[src/rtl/chess_pkg.sv]
// Shared move-word definitions for the square array and its move consumers.
// Holds move width/slot count, field offsets, slot order, piece codes and the
// serializer state encoding. No ports; imported with chess_pkg::*.
package chess_pkg;

  localparam int MOVE_W     = 32;
  localparam int NUM_SLOTS  = 16;
  localparam int PEND_W     = 5;   // holds 0..NUM_SLOTS
  localparam int FIELD_W    = 6;

  localparam logic [MOVE_W-1:0] EMPTY_MOVE = '0;

  // Move word field offsets (each field is FIELD_W bits wide)
  localparam int CAPT_PIECE_LSB = 24;
  localparam int FINAL_POS_LSB  = 16;
  localparam int INIT_PIECE_LSB = 8;
  localparam int INIT_POS_LSB   = 0;

  // Slot order: sliding directions, then knight jumps
  localparam int SLOT_U   = 0;
  localparam int SLOT_D   = 1;
  localparam int SLOT_L   = 2;
  localparam int SLOT_R   = 3;
  localparam int SLOT_UL  = 4;
  localparam int SLOT_UR  = 5;
  localparam int SLOT_DL  = 6;
  localparam int SLOT_DR  = 7;
  localparam int SLOT_UUL = 8;
  localparam int SLOT_UUR = 9;
  localparam int SLOT_LLU = 10;
  localparam int SLOT_RRU = 11;
  localparam int SLOT_DDL = 12;
  localparam int SLOT_DDR = 13;
  localparam int SLOT_LLD = 14;
  localparam int SLOT_RRD = 15;

  // Piece codes (bits 4:0); bit 5 of a piece field is the colour
  localparam logic [4:0] PIECE_PAWN   = 5'b00010;
  localparam logic [4:0] PIECE_KNIGHT = 5'b00001;
  localparam logic [4:0] PIECE_BISHOP = 5'b01000;
  localparam logic [4:0] PIECE_ROOK   = 5'b10000;
  localparam logic [4:0] PIECE_QUEEN  = 5'b11000;
  localparam logic [4:0] PIECE_KING   = 5'b00100;
  localparam int         COLOUR_BIT   = 5;
  localparam logic       WHITE        = 1'b1;

  typedef enum logic [1:0] {
    ST_IDLE = 2'd0,
    ST_SCAN = 2'd1,
    ST_DONE = 2'd2
  } state_e;

endpackage

[src/rtl/square_move_serializer_if.sv]
// Load and move-stream signals between the square array, the serializer and
// the move FIFO. master = serializer (captures move_bus, drives move stream);
// slave = surrounding logic (drives load/move_bus/move_ready).
interface square_move_serializer_if #(
  parameter int NUM_SLOTS = 16,
  parameter int MOVE_W    = 32,
  parameter int CNT_W     = 16,
  parameter int PEND_W    = 5
);
  logic                        load;
  logic [NUM_SLOTS*MOVE_W-1:0] move_bus;
  logic                        load_ready;
  logic                        move_valid;
  logic [MOVE_W-1:0]           move_data;
  logic                        move_last;
  logic                        move_ready;
  logic                        done;
  logic [PEND_W-1:0]           pending;
  logic [CNT_W-1:0]            total_moves;

  modport master (
    input  load, move_bus, move_ready,
    output load_ready, move_valid, move_data, move_last, done, pending, total_moves
  );

  modport slave (
    output load, move_bus, move_ready,
    input  load_ready, move_valid, move_data, move_last, done, pending, total_moves
  );
endinterface

[src/rtl/slot_prio_enc.sv]
// Lowest-set-bit priority encoder over the slot mask.
// Purely combinational, no latency; no handshake.
// Ports: mask in; idx = lowest set index, any = mask non-zero.
module slot_prio_enc #(
  parameter int NUM_SLOTS = 16,
  parameter int IDX_W     = 4
) (
  input  logic [NUM_SLOTS-1:0] mask,
  output logic [IDX_W-1:0]     idx,
  output logic                 any
);
  always_comb begin
    idx = '0;
    any = |mask;
    // Walk downward so the lowest set bit is the last one written
    for (int i = NUM_SLOTS - 1; i >= 0; i--) begin
      if (mask[i]) idx = IDX_W'(i);
    end
  end
endmodule

[src/rtl/square_move_serializer.sv]
// Captures one square's move words in a single load and streams the non-empty
// ones lowest slot first. Latency: first move the cycle after the load edge.
// Backpressure: move_ready low stalls with data held; enable low freezes all.
// Ports: clk, clear (sync, active-high), enable, mif (master modport).
module square_move_serializer
  import chess_pkg::*;
#(
  parameter int NUM_SLOTS = 16,
  parameter int MOVE_W    = 32,
  parameter int CNT_W     = 16
) (
  input  logic                      clk,
  input  logic                      clear,
  input  logic                      enable,
  square_move_serializer_if.master  mif
);
  localparam int IDX_W = $clog2(NUM_SLOTS);

  state_e                             state_q, state_d;
  logic [NUM_SLOTS-1:0][MOVE_W-1:0]   buf_q, buf_d;
  logic [NUM_SLOTS-1:0]               mask_q, mask_d;
  logic [PEND_W-1:0]                  pending_q, pending_d;
  logic [CNT_W-1:0]                   total_q, total_d;

  logic [NUM_SLOTS-1:0] load_mask;
  logic [PEND_W-1:0]    load_cnt;
  logic [IDX_W-1:0]     head_idx;
  logic                 head_any;

  slot_prio_enc #(
    .NUM_SLOTS (NUM_SLOTS),
    .IDX_W     (IDX_W)
  ) u_prio (
    .mask (mask_q),
    .idx  (head_idx),
    .any  (head_any)
  );

  // Occupancy and count of the word set currently on move_bus
  always_comb begin
    load_mask = '0;
    load_cnt  = '0;
    for (int i = 0; i < NUM_SLOTS; i++) begin
      load_mask[i] = |mif.move_bus[MOVE_W*i +: MOVE_W];
      load_cnt     = load_cnt + PEND_W'(load_mask[i]);
    end
  end

  always_comb begin
    state_d   = state_q;
    buf_d     = buf_q;
    mask_d    = mask_q;
    pending_d = pending_q;
    total_d   = total_q;
    if (enable) begin
      case (state_q)
        ST_IDLE: begin
          if (mif.load) begin
            buf_d     = mif.move_bus;
            mask_d    = load_mask;
            pending_d = load_cnt;
            state_d   = (|load_mask) ? ST_SCAN : ST_DONE;
          end
        end
        ST_SCAN: begin
          if (mif.move_ready) begin
            mask_d[head_idx] = 1'b0;
            pending_d        = pending_q - PEND_W'(1);
            total_d          = total_q + CNT_W'(1);
            if (pending_q == PEND_W'(1)) state_d = ST_DONE;
          end
        end
        ST_DONE: state_d = ST_IDLE;
        default: state_d = ST_IDLE;
      endcase
    end
  end

  always_ff @(posedge clk) begin
    if (clear) begin
      state_q   <= ST_IDLE;
      buf_q     <= '0;
      mask_q    <= '0;
      pending_q <= '0;
      total_q   <= '0;
    end else begin
      state_q   <= state_d;
      buf_q     <= buf_d;
      mask_q    <= mask_d;
      pending_q <= pending_d;
      total_q   <= total_d;
    end
  end

  // Every output decodes registered state only; head_any is implied by SCAN
  // but gating on it keeps move_valid honest if the mask ever empties early.
  assign mif.load_ready  = (state_q == ST_IDLE);
  assign mif.move_valid  = (state_q == ST_SCAN) && head_any;
  assign mif.move_data   = (state_q == ST_SCAN) ? buf_q[head_idx] : '0;
  assign mif.move_last   = (state_q == ST_SCAN) && (pending_q == PEND_W'(1));
  assign mif.done        = (state_q == ST_DONE);
  assign mif.pending     = pending_q;
  assign mif.total_moves = total_q;

endmodule

[src/flat_wrapper.sv]
// flat-port wrapper written by rule: the top's interface ports become plain ports
module square_move_serializer_flat import chess_pkg::*;
#(
  parameter int NUM_SLOTS = 16,
  parameter int MOVE_W    = 32,
  parameter int CNT_W     = 16
)
  (clk, clear, enable, mif_load, mif_move_bus, mif_move_ready, mif_load_ready, mif_move_valid, mif_move_data, mif_move_last, mif_done, mif_pending, mif_total_moves);
  square_move_serializer_if #(.CNT_W(CNT_W), .NUM_SLOTS(NUM_SLOTS), .MOVE_W(MOVE_W)) mif_i ();
  input  logic clk;
  input  logic clear;
  input  logic enable;
  input wire logic [$bits(mif_i.load)-1:0] mif_load;
  input wire logic [$bits(mif_i.move_bus)-1:0] mif_move_bus;
  input wire logic [$bits(mif_i.move_ready)-1:0] mif_move_ready;
  output wire logic [$bits(mif_i.load_ready)-1:0] mif_load_ready;
  output wire logic [$bits(mif_i.move_valid)-1:0] mif_move_valid;
  output wire logic [$bits(mif_i.move_data)-1:0] mif_move_data;
  output wire logic [$bits(mif_i.move_last)-1:0] mif_move_last;
  output wire logic [$bits(mif_i.done)-1:0] mif_done;
  output wire logic [$bits(mif_i.pending)-1:0] mif_pending;
  output wire logic [$bits(mif_i.total_moves)-1:0] mif_total_moves;
  assign mif_i.load = mif_load;
  assign mif_i.move_bus = mif_move_bus;
  assign mif_i.move_ready = mif_move_ready;
  assign mif_load_ready = mif_i.load_ready;
  assign mif_move_valid = mif_i.move_valid;
  assign mif_move_data = mif_i.move_data;
  assign mif_move_last = mif_i.move_last;
  assign mif_done = mif_i.done;
  assign mif_pending = mif_i.pending;
  assign mif_total_moves = mif_i.total_moves;
  square_move_serializer #(.NUM_SLOTS(NUM_SLOTS), .MOVE_W(MOVE_W), .CNT_W(CNT_W)) u_core (.clk(clk), .clear(clear), .enable(enable), .mif(mif_i));
endmodule
[config.mk]
export PLATFORM = sky130hd
export DESIGN_NAME = square_move_serializer_flat
export DESIGN_NICKNAME = d
export VERILOG_FILES = /design/src/rtl/chess_pkg.sv /design/src/rtl/square_move_serializer_if.sv /design/src/rtl/slot_prio_enc.sv /design/src/rtl/square_move_serializer.sv /design/src/flat_wrapper.sv
export SDC_FILE = /design/constraint.sdc
export NUM_CORES = 2
export LEC_CHECK = 0
export CAP_MARGIN = 5
export CORE_ASPECT_RATIO = 0.5
export CORE_MARGIN = 2
export CORE_UTILIZATION = 50
export CTS_CLUSTER_SIZE = 8
export DETAILED_ROUTE_END_ITERATION = 12
export PLACE_DENSITY = 0.8
export SLEW_MARGIN = 0
export SYNTH_ARGS = -nofsm -noshare
export SYNTH_HDL_FRONTEND = slang
export SYNTH_SLANG_ARGS = --single-unit
[constraint.sdc]
create_clock -name clk -period 8.5 [get_ports clk]
set_input_delay 1.275 -clock clk [delete_from_list [all_inputs] [get_ports clk]]
set_output_delay 1.275 -clock clk [all_outputs]
set_load 0.01 [all_outputs]
# ---- Yosys cells after proc, flatten, opt, wreduce, memory -nomap -nowiden
# Index checks and enable logic that the tools add are counted.
dict set report word_totals {
  regBits 551
  output_inout_bits 57
  wordCells 106
}
dict set report classes {
  n_addsub 17
  n_lt_le_gt_ge 2
  eq_ne 6
  muxes 32
  n_bitwise 2
  n_reduce_logical 27
}
# operator n
set op_table {}
lappend op_table {{$reduce_or 32->1} 16}
lappend op_table {{$reduce_or 512->1} 1}
lappend op_table {{$bmux 32 s4} 1}
lappend op_table {{$add 5x1->5} 14}
lappend op_table {{$mux 32} 2}
lappend op_table {{$mux 4} 16}
lappend op_table {{$mux 16} 2}
lappend op_table {{$pmux 16 s2} 1}
lappend op_table {{$add 16x1->16 const B} 1}
lappend op_table {{$and 16x16->16} 1}
lappend op_table {{$not 16->16} 1}
lappend op_table {{$reduce_or 16->1} 1}
lappend op_table {{$mux 5} 2}
lappend op_table {{$pmux 5 s2} 1}
lappend op_table {{$mux 2} 4}
lappend op_table {{$reduce_and 4->1} 2}
lappend op_table {{$reduce_and 3->1} 2}
lappend op_table {{$eq 5x1->1 const B} 1}
lappend op_table {{$lt 4x5->1 const B} 1}
lappend op_table {{$sub 5x1->5 const B} 1}
lappend op_table {{$demux 1 s4} 1}
lappend op_table {{$ge 4x1->1 const B} 1}
lappend op_table {{$ne 2x2->1 const B} 2}
lappend op_table {{$pmux 2 s2} 1}
lappend op_table {{8 further kinds} 10}

# ---- Longest topological paths before layout
dict set report depth {
  depth_word 24
  mapped_depth 20
}

# ---- By module
# A second synthesis with hierarchy kept.
dict set report hier_totals {
  hier_cells 2950
  area_unflattened_um2 24813.8
}
# mod instances cells_each area_each_um2 seq_area_each_um2
set by_module_without_submodules {}
lappend by_module_without_submodules {square_move_serializer 1 2916 24637.4 11030.6}
lappend by_module_without_submodules {slot_prio_enc 1 34 176.4 0.0}

# ---- Worst setup path before layout
# Ideal clock, no wire load.
dict set report synth_timing {
  kind {input -> register}
  from {input mif_move_bus[24]}
  to {register u_core.pending_q[3] (netlist: u_core.mif.pending[3])}
  setup_time_ns 0.128
  arrival_ns 5.523
  required_ns 8.372
  path_slack_ns 2.849
  stages 17
  path_cell_list {nor4_1 nand4_1 or2_2 ha_1 inv_1 fa_1 fa_1 fa_1 fa_1 inv_1 fa_1 a21o_1 a21oi_1 xor2_1 o21ai_0 a22oi_1 nor2_1}
}
dict set report synth_between {
  elab_chain_len 18
}
# element line_no
set synth_lines {}
lappend synth_lines {{start, declared} flat_wrapper.sv:14} ;# input wire logic [$bits(mif_i.move_bus)-1:0] mif_move_bus;
lappend synth_lines {{$reduce_or 32->1} square_move_serializer.sv:44} ;# load_mask[i] = |mif.move_bus[MOVE_W*i +: MOVE_W];
lappend synth_lines {{$add 1x1->2} square_move_serializer.sv:45} ;# load_cnt = load_cnt + PEND_W'(load_mask[i]);
lappend synth_lines {{$add 5x1->5 (14 in a row)} square_move_serializer.sv:45}
lappend synth_lines {{$mux 5} square_move_serializer.sv:58} ;# if (mif.load) begin
lappend synth_lines {{$pmux 5 s2} square_move_serializer.sv:56} ;# case (state_q)
lappend synth_lines {{end signal, assigned} square_move_serializer.sv:90} ;# pending_q <= pending_d;
lappend synth_lines {{end, declared} square_move_serializer.sv:22} ;# logic [PEND_W-1:0] pending_q, pending_d;
# Every way passes these cells. The select of a mux whose other input is x is not followed.
# A chain may end at the register's enable or synchronous reset.

# ---- Worst setup path after layout
dict set report layout_timing {
  from {register u_core.mask_q[7]}
  to {output mif_move_data[13]}
}
dict set report layout_between {
  elab_chain_len 11
}
# element line_no
set layout_lines {}
lappend layout_lines {{start, declared} square_move_serializer.sv:21} ;# logic [NUM_SLOTS-1:0] mask_q, mask_d;
lappend layout_lines {{start signal, assigned} square_move_serializer.sv:89} ;# mask_q <= mask_d;
lappend layout_lines {{$mux 4 (8 in a row)} slot_prio_enc.sv:17} ;# if (mask[i]) idx = IDX_W'(i);
lappend layout_lines {{$bmux 32 s4} square_move_serializer.sv:99} ;# assign mif.move_data = (state_q == ST_SCAN) ? buf_q[head_idx] : '0;
lappend layout_lines {{$mux 32 (not written as such)} square_move_serializer.sv:99}
lappend layout_lines {{$mux 32} square_move_serializer.sv:99}
lappend layout_lines {{end, declared} flat_wrapper.sv:18} ;# output wire logic [$bits(mif_i.move_data)-1:0] mif_move_data;
# Every way passes these cells. The select of a mux whose other input is x is not followed.

==> flow_metrics.tcl <==
set metrics [dict create \
    clk_latency_ps 610 \
    final_cells 4560 \
    power_switching_share_pct 32.52 \
    min_to "u_core.buf_q[63]$_SDFFE_PP0P_" \
    cts_resized 0 \
    route.met2.wl_um 49040 \
    htreeDepth 3 \
    cts_root_buf "clkbuf_16" \
    violations "capacitance limit, slew limit" \
    place_ws_ps 1458 \
    track_usage_pct 39.66 \
    drive_gt1_share_pct 4.398 \
    worstMarginPinSlew_ps 1512 \
    status "finished, violations left" \
    mostFrequentLayoutCells "1186 x nand2_1, 652 x a21oi_1, 572 x clkdlybuf4s50_1, 551 x dfxtp_1, 132 x nor4_1" \
    min_period_ps 6655 \
    whs_ps 449.6 \
    fin_skew_ps 12.64 \
    hold_path_class "reg2reg" \
    syn_area_per_cell_um2 7.378 \
    final_nets 4396 \
    path_class "reg2out" \
    slew_headroom_pct -1.390 \
    dr_wl_met3_um 10940 \
    r2r_cells 7 \
    synthesis.nets 3968 \
    required_ps 7220 \
    ys_warn_count 0 \
    multi_input_area_um2 13010 \
    first_iter_violations 4640 \
    critPathArrivalTime_ps 5380 \
    grt_pass1_vias 25600 \
    drv_cap 1 \
    dp_hpwl_um 80230 \
    setup_ws_ps 1845 \
    report.final.hold_viol_count 0 \
    fill_cells 4263 \
    p_int_w 0.005063 \
    path_max_fanout 45 \
    hold_depth 2 \
    worst_setup_path_start_kind "register" \
    grt_first_pass_wirelength_um 156800 \
    drt_wl_total_um 108900 \
    setup_tns_ps 0 \
    top_layer_used "met5" \
    synth-seq-area-share_pct 43.57 \
    layout_commonest_cell "nand2_1" \
    initial_core_util_pct 50.48 \
    r2r-start "u_core.state_q[0]$_SDFFE_PP0P_" \
    min_from "u_core.buf_q[63]$_SDFFE_PP0P_" \
    yosysUniqueCellTypes 73 \
    synthCells 3431 \
    final-max-slew-violation-count 2 \
    syn2layout_area_growth_pct 31.18 \
    num_rows 58 \
    globalplace.congestion 0.9941 \
    drcViolationCount 0 \
    ios 574 \
    first_pass_iters 6 \
    dieArea_um2 52560 \
    cts_hold_buf 0 \
    grt_overflow 0 \
    rsz0062_at_grt "no" \
    synth_edf_count 0 \
    cts_tree "built" \
    power.leakage_nw 11.63 \
    die_w_um 322.2 \
    fmax_ghz 0.1503 \
    min_period_over_period_pct 78.29 \
    syn_area_um2 25320 \
    grt_max_degree 260 \
    path_clk_slew_ps 50 \
    pwr-share-seq_pct 38.1 \
    p_sw_w 0.002439 \
    cts_setup_buffers 0 \
    wl_per_cell_um 23.88 \
    port_buffers 573 \
    synth-seq-cells 551 \
    ant_nets 0 \
    clockBufferDepth 3 \
    ys.flop_type "dfxtp_1" \
    antenna_found_initial 16 \
    via_per_inst 6.159 \
    drt-met1-wl_um 43130 \
    synthArstFlopShare_pct 0 \
    seqCellArea_um2 11030 \
    ff2ff_setup_slack_ps 4850 \
    core_um2 50150 \
    dp_cells 4469 \
    die_y_um 163.1 \
    cts_inserted_buffers 78 \
    irDropWorstVdd_uv 167.4 \
    powerDensity_nw_per_um2 225.9 \
    cts_sinks 551 \
    end_kind "primary output" \
    setup_viol 0 \
    p_clk_share_pct 37.0 \
    p_comb_share_pct 24.9 \
    worstReg2RegEnd "u_core.buf_q[414]$_SDFFE_PP0P_" \
    dr_total_vias 28080 \
]
[power groups by stage]
stage / Clock, W / Combinational [W] / Sequential, W
after floorplan: 0 / 0.000983 / 0.00287
after global placement: 0 / 0.00178 / 0.00289
after detailed placement: 0 / 0.00179 / 0.00290
after CTS: 0.00278 / 0.00180 / 0.00285
after global routing: 0.00289 / 0.00194 / 0.00287
final: 0.00278 / 0.00187 / 0.00286
[cell usage after synthesis, drive strengths merged, types with 4 or more instances]
| cell | instances | share of area, % |
|---|---|---|
| a22o | 10 | 0.35 |
| nor2 | 74 | 1.1 |
| dfxtp | 551 | 44 |
| nor4b | 7 | 0.42 |
| a221o | 4 | 0.16 |
| mux2i | 34 | 1.3 |
| o2bb2ai | 8 | 0.28 |
| clkbuf | 157 | 2.3 |
| nor4 | 137 | 3.5 |
| ha | 10 | 0.49 |
| a211o | 6 | 0.21 |
| inv | 45 | 0.67 |
| nor2b | 10 | 0.25 |
| o22ai | 21 | 0.54 |
| nand4 | 42 | 1.0 |
| a211oi | 37 | 1.1 |
| nand2 | 1189 | 18 |
| nand2b | 5 | 0.12 |
| nand3 | 58 | 1.2 |
| fa | 10 | 0.79 |
| o211ai | 9 | 0.29 |
| a22oi | 16 | 0.47 |
| xor2 | 14 | 0.48 |
| nor3 | 34 | 0.69 |
| and3 | 17 | 0.42 |
| mux2 | 9 | 0.40 |
| o21ai | 35 | 0.74 |
| or2 | 4 | 0.099 |
| a21oi | 654 | 13 |
| and4 | 17 | 0.59 |
| or4 | 4 | 0.15 |
| or3 | 15 | 0.39 |
| buf | 103 | 2.2 |
| a221oi | 53 | 1.9 |
| a21o | 9 | 0.27 |
[stage by stage]
step                      utilization, %  power [W]  cell area (um2)
after floorplan                        -   0.003850            25320
after global placement             62.08   0.004673            31130
after detailed placement           62.08   0.004688            31130
after CTS                          66.20   0.007424            33200
after global routing               66.22   0.007698            33200
final                              66.23   0.007502            33210
[kinds of logic after synthesis]
| logic type | after synthesis | synth area share (%) |
|---|---|---|
| AND/OR/NAND/NOR | 1621 | 27.96 |
| AO/OA/AOI/OAI | 874 | 19.69 |
| flip-flops | 551 | 43.57 |
| buffers and inverters | 306 | 5.194 |
| multiplexers | 43 | 1.745 |
| adder cells (fa/ha/maj) | 20 | 1.285 |
| XOR/XNOR | 16 | 0.5536 |
[worst max-delay path, cell delays in order (launching register included)]
cell             delay (ps)
dfxtp_1                 510
nor2b_1                  80
o21bai_1                440
o211a_1                 360
buf_4                   560
a221oi_1                280
or3_1                   360
a211oi_1               1170
and4_1                  370
clkdlybuf4s50_1         620
[state kept, by name, indices dropped and copies added (netlist names)]
name and flops:
u_core.mif.total_moves 16, u_core.mask_q 16, u_core.mif.pending 5, u_core.buf_q 512
u_core.state_q 2
[worst max path at each step]
stage / startpoint / end / cells past startpoint
detailed placement: mif_move_bus[159] / u_core.mif.pending[3]$_SDFFE_PP0P_ / 16
floorplan: mif_move_bus[24] / u_core.mif.pending[3]$_SDFFE_PP0P_ / 17
CTS: mif_move_bus[159] / u_core.mif.pending[3]$_SDFFE_PP0P_ / 16
finish: u_core.mask_q[7]$_SDFFE_PP0P_ / mif_move_data[13] / 9
global route: mif_move_bus[159] / u_core.mif.pending[2]$_SDFFE_PP0P_ / 16
global placement: mif_move_bus[159] / u_core.mif.pending[3]$_SDFFE_PP0P_ / 16
[cell type report]
cell class	instances	area share [%]
Antenna cell	5	0.03768
Clock buffer	82	6.115
Clock inverter	4	0.1055
Inverter	46	0.5199
Multi-Input combinational cell	2574	39.18
Sequential cell	551	33.22
Tap cell	690	2.600
Timing Repair Buffer	608	18.23
[metal layers]
layer  up-vias  track usage [%]
met4         6            19.16
met5         -                0
met3       328            8.084
met1     13290            52.14
met2      1788            62.59
li1      12680                -
(Power assumes the default switching activity.)
